## src/rtl/book_request_arbiter_pkg.sv

```systemverilog
// book_request_arbiter_pkg: shared order-book field widths, command codes and arbiter state type
package book_request_arbiter_pkg;

    localparam int STOCK_INDEX    = 3;
    localparam int PRICE_INDEX    = 15;
    localparam int ORDER_INDEX    = 7;
    localparam int QUANTITY_INDEX = 7;

    localparam logic [2:0] ADD_ORDER    = 3'd1;
    localparam logic [2:0] CANCEL_ORDER = 3'd2;

    typedef struct packed {
        logic [PRICE_INDEX:0]    price;
        logic [ORDER_INDEX:0]    order_id;
        logic [QUANTITY_INDEX:0] quantity;
    } book_entry;

    typedef enum logic [1:0] {IDLE, ISSUE, SETTLE, WAIT_DONE} arb_state_e;

endpackage

```

## src/rtl/book_request_arbiter_rr_select.sv

```systemverilog
// rr_select: picks the first valid requester at or after ptr, wrapping around
module rr_select #(
    parameter int N  = 4,
    parameter int IW = 2
) (
    input  logic [N-1:0]  valid,
    input  logic [IW-1:0] ptr,
    output logic [N-1:0]  grant,
    output logic [IW-1:0] index,
    output logic          any
);

    // scan offsets 0..N-1 from ptr; the first hit wins
    always_comb begin
        any   = 1'b0;
        index = '0;
        for (int k = 0; k < N; k++) begin
            automatic int j = (int'(ptr) + k) % N;
            if (!any && valid[j]) begin
                any   = 1'b1;
                index = IW'(j);
            end
        end
        grant = any ? (N'(1) << index) : '0;
    end

endmodule

```

## src/rtl/book_request_arbiter.sv

```systemverilog
// book_request_arbiter: round-robin arbitration of requester commands onto a single order book
module book_request_arbiter
    import book_request_arbiter_pkg::*;
#(
    parameter int NUM_REQ = 4,
    parameter int TIMEOUT = 1024
) (
    input  logic                                  clk_100mhz,
    input  logic                                  rst_n,
    input  logic [NUM_REQ-1:0]                    req_valid,
    output logic [NUM_REQ-1:0]                    req_ready,
    input  logic [NUM_REQ-1:0][STOCK_INDEX:0]     req_stock,
    input  logic [NUM_REQ-1:0][2:0]               req_type,
    input  book_entry [NUM_REQ-1:0]               req_entry,
    input  logic [NUM_REQ-1:0][ORDER_INDEX:0]     req_order_id,
    input  logic [NUM_REQ-1:0][QUANTITY_INDEX:0]  req_quantity,
    input  logic [NUM_REQ-1:0]                    req_delete,
    output logic [STOCK_INDEX:0]                  stock_to_add,
    output book_entry                             entry,
    output logic [2:0]                            request,
    output logic [ORDER_INDEX:0]                  order_id,
    output logic [QUANTITY_INDEX:0]               quantity,
    output logic                                  delete,
    output logic                                  start,
    input  logic                                  book_busy,
    output logic [NUM_REQ-1:0]                    done,
    output logic [NUM_REQ-1:0]                    err,
    output logic                                  arb_busy
);

    localparam int IW = $clog2(NUM_REQ);
    localparam int TW = $clog2(TIMEOUT) + 1;

    arb_state_e                state_q, state_d;
    logic [IW-1:0]             ptr_q, ptr_d, owner_q, owner_d, sel_idx;
    logic [TW-1:0]             timer_q, timer_d;
    logic                      start_q, start_d, any_valid;
    logic [NUM_REQ-1:0]        grant;
    logic [STOCK_INDEX:0]      stock_q, stock_d;
    book_entry                 entry_q, entry_d;
    logic [2:0]                request_q, request_d;
    logic [ORDER_INDEX:0]      order_id_q, order_id_d;
    logic [QUANTITY_INDEX:0]   quantity_q, quantity_d;
    logic                      delete_q, delete_d;

    rr_select #(.N(NUM_REQ), .IW(IW)) u_rr (
        .valid (req_valid),
        .ptr   (ptr_q),
        .grant (grant),
        .index (sel_idx),
        .any   (any_valid)
    );

    assign stock_to_add = stock_q;
    assign entry        = entry_q;
    assign request      = request_q;
    assign order_id     = order_id_q;
    assign quantity     = quantity_q;
    assign delete       = delete_q;
    assign start        = start_q;
    assign arb_busy     = state_q != IDLE;

    // next-state, grant and completion logic; the book payload is captured only on accept
    always_comb begin
        state_d    = state_q;
        ptr_d      = ptr_q;
        owner_d    = owner_q;
        timer_d    = timer_q;
        start_d    = 1'b0;
        stock_d    = stock_q;
        entry_d    = entry_q;
        request_d  = request_q;
        order_id_d = order_id_q;
        quantity_d = quantity_q;
        delete_d   = delete_q;
        req_ready  = '0;
        done       = '0;
        err        = '0;
        case (state_q)
            IDLE: begin
                req_ready = grant;
                if (any_valid) begin
                    state_d    = ISSUE;
                    owner_d    = sel_idx;
                    start_d    = 1'b1;
                    stock_d    = req_stock[sel_idx];
                    entry_d    = req_entry[sel_idx];
                    request_d  = req_type[sel_idx];
                    order_id_d = req_order_id[sel_idx];
                    quantity_d = req_quantity[sel_idx];
                    delete_d   = req_delete[sel_idx];
                end
            end
            ISSUE:  state_d = SETTLE;
            SETTLE: begin
                state_d = WAIT_DONE;
                timer_d = '0;
            end
            WAIT_DONE: begin
                if (!book_busy || timer_q == TW'(TIMEOUT - 1)) begin
                    done[owner_q] = !book_busy;
                    err[owner_q]  = book_busy;
                    ptr_d         = (owner_q == IW'(NUM_REQ - 1)) ? '0 : owner_q + IW'(1);
                    state_d       = IDLE;
                end else begin
                    timer_d = (&timer_q) ? timer_q : timer_q + TW'(1);
                end
            end
            default: state_d = IDLE;
        endcase
    end

    // state and book command registers, cleared asynchronously
    always_ff @(posedge clk_100mhz or negedge rst_n) begin
        if (!rst_n) begin
            state_q    <= IDLE;
            ptr_q      <= '0;
            owner_q    <= '0;
            timer_q    <= '0;
            start_q    <= 1'b0;
            stock_q    <= '0;
            entry_q    <= '0;
            request_q  <= '0;
            order_id_q <= '0;
            quantity_q <= '0;
            delete_q   <= 1'b0;
        end else begin
            state_q    <= state_d;
            ptr_q      <= ptr_d;
            owner_q    <= owner_d;
            timer_q    <= timer_d;
            start_q    <= start_d;
            stock_q    <= stock_d;
            entry_q    <= entry_d;
            request_q  <= request_d;
            order_id_q <= order_id_d;
            quantity_q <= quantity_d;
            delete_q   <= delete_d;
        end
    end

endmodule

```

## config.mk

```make
export PLATFORM = sky130hd
export DESIGN_NAME = book_request_arbiter
export DESIGN_NICKNAME = d
export VERILOG_FILES = /design/src/rtl/book_request_arbiter_pkg.sv /design/src/rtl/book_request_arbiter_rr_select.sv /design/src/rtl/book_request_arbiter.sv
export SDC_FILE = /design/constraint.sdc
export NUM_CORES = 1
export LEC_CHECK = 0
export CAP_MARGIN = 20
export CORE_AREA = 2 2 117 119
export DETAILED_ROUTE_END_ITERATION = 16
export DIE_AREA = 0 0 119 121
export PLACE_DENSITY_LB_ADDON = 0.08
export SLEW_MARGIN = 20
export SYNTH_ARGS = -nofsm -noshare
export SYNTH_HDL_FRONTEND = slang
export SYNTH_SLANG_ARGS = --single-unit
```

## constraint.sdc

```tcl
create_clock -name clk_100mhz -period 2.6 [get_ports clk_100mhz]
set_input_delay 0.26 -clock clk_100mhz [delete_from_list [all_inputs] [get_ports clk_100mhz]]
set_output_delay 0.26 -clock clk_100mhz [all_outputs]
set_load 0.005 [all_outputs]
```

==> results.py, run 1 <==
metrics = {
    "run_status": {
        "status": "completed",
    },
    "timing": {
        "fin_worst_skew_ns": 0.00794,
        "setup-tns-final_ns": 0,
        "hold_viol_final": 0,
        "relSlewSlack_pct": 35.0,
        "setup_viol_count_final": 0,
        "worst_pin_slew_ns": 0.975,
        "finalWorstSetupSlack_ns": 0.112,
        "period_needed_ns": 2.49,
        "fin_crit_sh_pct": 95.7,
        "fmax_mhz": 402,
        "maxSlewViolCount": 0,
    },
    "placement": {
        "placed_cell_area_mm2": 0.00803,
        "hpwl_um": 12700,
        "gp_congestion": 0.818,
        "io_buffers": 300,
        "dp_slack_ns": 0.127,
    },
    "route": {
        "wl_met2_um": 8810,
        "wl_met1_um": 6930,
        "vias": 4626,
        "highest_layer": "met4",
        "wl_um": 17100,
        "drcViolationCount": 0,
        "post_drt_wl_per_cell_um": 18.8,
        "met3_length_um": 1040,
        "first_pass_iters": 4,
        "drtAntennaViolNets": 0,
        "viasPerCell": 5.09,
        "drt_iter0_drc": 253,
    },
    "clocking": {
        "cts_sinks": 74,
        "root_buffer": "clkbuf_16",
        "hold_buffers": 0,
        "htreeDepth": 3,
        "clockBufferDepth": 2,
        "clk_pin_slew_worst_paths_ns": 0.05,
        "cts_buffers": 9,
        "cts_tree": "yes",
        "clk_latency_ns": 0.33,
    },
    "synth": {
        "synth-edff-count": 0,
        "synth-seq-cells": 74,
        "yosysSeqAreaShare_pct": 37.1,
        "avgSynthCellArea_um2": 11.5,
        "synthArstFlopShare_pct": 100,
        "synth_nets": 672,
        "ys_types": 39,
        "synth_top_area_share_pct": 37.1,
        "netlist_area_mm2": 0.00499,
        "ys.flop_type": "dfrtp_1",
        "synth_largest_area_cell": "dfrtp_1",
        "synth_area_leaders": "dfrtp_1 37%, mux2i_1 23%, o221ai_2 14%",
        "postSynthCellCount": 433,
        "synth_warnings": 0,
    },
    "worst_hold_path": {
        "min_path_type": "in2async",
    },
    "final_layout": {
        "fin_util_pct": 63.5,
        "fin_area_mm2": 0.00831,
        "area.sequential_mm2": 0.00185,
        "n_antenna_cell": 0,
        "multiInputGateArea_mm2": 0.00277,
        "area_growth_pct": 66.6,
        "layout-drive-gt1-share_pct": 12.7,
        "finalNetCount": 970,
        "fill_cells": 1090,
    },
    "power": {
        "power.density_mw_per_mm2": 883,
        "leakagePower_nw": 3.61,
        "finalPower_w": 0.00734,
        "vdd_ir_drop_max_mv": 0.791,
    },
    "global_route": {
        "grt_max_degree": 75,
        "grt_usage_pct": 23.5,
        "overflow": 0,
        "grt_antenna_before_repair": 0,
        "grt_pass1_vias": 4882,
        "grt_pass1_wl_um": 26600,
    },
    "die": {
        "num_rows": 42,
        "core-area_mm2": 0.0131,
        "die_y_um": 121,
        "die_x_um": 119,
        "initial_core_util_pct": 38.1,
        "io_pins": 301,
        "die_area_mm2": 0.0144,
    },
    "worst_setup_path": {
        "crit_path_end_kind": "output port",
        "crit_required_ns": 2.34,
        "cp_max_fo": 4,
        "cp-start-kind": "flip-flop",
        "setup.worst_path.class": "reg2out",
        "arrival_ns": 2.23,
    },
    "run": {
        "max-cap-violations": 0,
    },
}
==> synthesized netlist by cell type, types with 2 or more instances <==
| cell | n |
|---|---|
| dfrtp_1 | 74 |
| nand3_1 | 5 |
| and4_1 | 3 |
| a21oi_1 | 2 |
| mux2i_1 | 114 |
| nand4_1 | 2 |
| clkbuf_1 | 5 |
| o22a_2 | 2 |
| ha_1 | 8 |
| bufbuf_8 | 3 |
| o221ai_2 | 45 |
| buf_6 | 6 |
| o221ai_1 | 11 |
| buf_2 | 7 |
| buf_12 | 9 |
| o21ai_0 | 7 |
| nor2b_1 | 2 |
| xnor2_1 | 2 |
| and2_1 | 9 |
| nand2_1 | 67 |
| nor2_1 | 13 |
| o21a_1 | 2 |
| mux2_2 | 3 |
| inv_1 | 7 |
| buf_4 | 3 |
| and3_1 | 4 |
| xor2_1 | 5 |
| nand2b_1 | 2 |
==> final cells by class <==
cell class | count | share of cell area (%)
repair buffers | 320 | 38.4
multi-input cells | 318 | 33.4
flip-flops and latches | 74 | 22.3
well taps | 176 | 2.65
clock inverters | 1 | 0.0602
inverters | 8 | 0.361
clock buffers | 11 | 2.92
==> report_power, final <==
| group | leakage [nW] | internal [W] | switching [W] | total (W) |
|---|---|---|---|---|
| logic | 2.56 | 0.00233 | 0.00197 | 0.00430 |
| clock network | 0.123 | 0.000649 | 0.000447 | 0.00110 |
| registers | 0.931 | 0.00166 | 0.000287 | 0.00195 |
| total | 3.61 | 0.00464 | 0.00271 | 0.00734 |
==> repair_timing <==
| action | in CTS | in global routing |
|---|---|---|
| setup buffers | 0 | 2 |
| resized for setup | 1 | 7 |
| setup endpoints to repair | 4 | 8 |
| pin swaps | 0 | 2 |
==> worst max-delay path, stage by stage, from the launching register on <==
cell,delay [ns]
dfrtp_1,0.39
ha_2,0.21
and4_4,0.25
nand3_2,0.12
nor3_4,0.26
and2_1,0.18
clkdlybuf4s50_1,0.50
==> metrics by stage <==
stage	cells	hold WS [ns]
global placement	894	0.470
global route	908	0.164
detailed placement	894	0.471
CTS	906	0.134
floorplan	433	-0.0356
finish	908	0.0715
==> state kept, by name, indices dropped and copies added, names as in the netlist <==
| register | cells |
|---|---|
| entry | 32 |
| owner_q | 2 |
| order_id | 8 |
| start | 1 |
| ptr_q | 2 |
| stock_to_add | 4 |
| state_q | 2 |
| delete | 1 |
| quantity | 8 |
| request | 3 |
| timer_q | 11 |
==> layer usage <==
layer	vias to the layer above	GRT usage [%]
met2	173	41.8
li1	2205	-
met5	-	0
met3	21	5.12
met4	0	7.07
met1	2227	28.3
==> cell families (layout without fill, tap and decap cells) <==
| family | Yosys count | count (layout) | share of synthesized area [%] |
|---|---|---|---|
| multiplexers | 117 | 117 | 23.5 |
| AND/OR/NAND/NOR | 112 | 112 | 10.2 |
| AO/OA/AOI/OAI | 74 | 74 | 17.7 |
| flip-flops | 74 | 74 | 37.1 |
| buffers and inverters | 41 | 340 | 8.22 |
| adder cells (fa/ha/maj) | 8 | 8 | 2.01 |
| XOR/XNOR | 7 | 7 | 1.23 |
==> final timing paths <==
path / start / to / slack [ns] / depth (start not counted)
setup / recovery: timer_q[1] / err[0] / 0.11 / 6
hold / removal: rst_n / entry[12] / 0.07 / 1
setup reg to reg: ptr_q[1] / request[1] / 0.54 / 6
hold reg to reg: entry[8] / entry[8] / 0.48 / 2
max in group asynchronous: rst_n / ptr_q[1] / 1.86 / 1
min in group clk_100mhz: entry[8] / entry[8] / 0.48 / 2
==> placed cells by master (no fill, tap or decap), types with 2 or more instances in the layout <==
cell type        count
clkdlybuf4s50_1    299
mux2i_1            114
dfrtp_1             73
nand2_1             66
o221ai_2            45
buf_4               18
nor2_1              13
o221ai_1            11
and2_1               9
clkbuf_16            9
inv_1                7
ha_1                 7
o21ai_0              6
xor2_1               5
and3_1               4
nand3_1              4
mux2_2               3
buf_12               3
o21a_1               2
o22a_2               2
o21ai_1              2
a21oi_1              2
nand2_4              2
nor2b_1              2
and4_1               2
nand4_1              2
xnor2_1              2
Note: power is estimated with default switching activity, not from simulation.
==> run 2, diff against run 1 <==
Settings changed: HOLD_SLACK_MARGIN set to 0.05.
==> results of run 2 <==
No change in the layout: final DEF, timing and power equal those of run 1.
==> run 3, diff against run 2 <==
Settings changed: CTS_CLUSTER_SIZE set to 10, GPL_ROUTABILITY_DRIVEN set to 0.
==> results of run 3 <==
No change in the layout: final DEF, timing and power equal those of run 1.
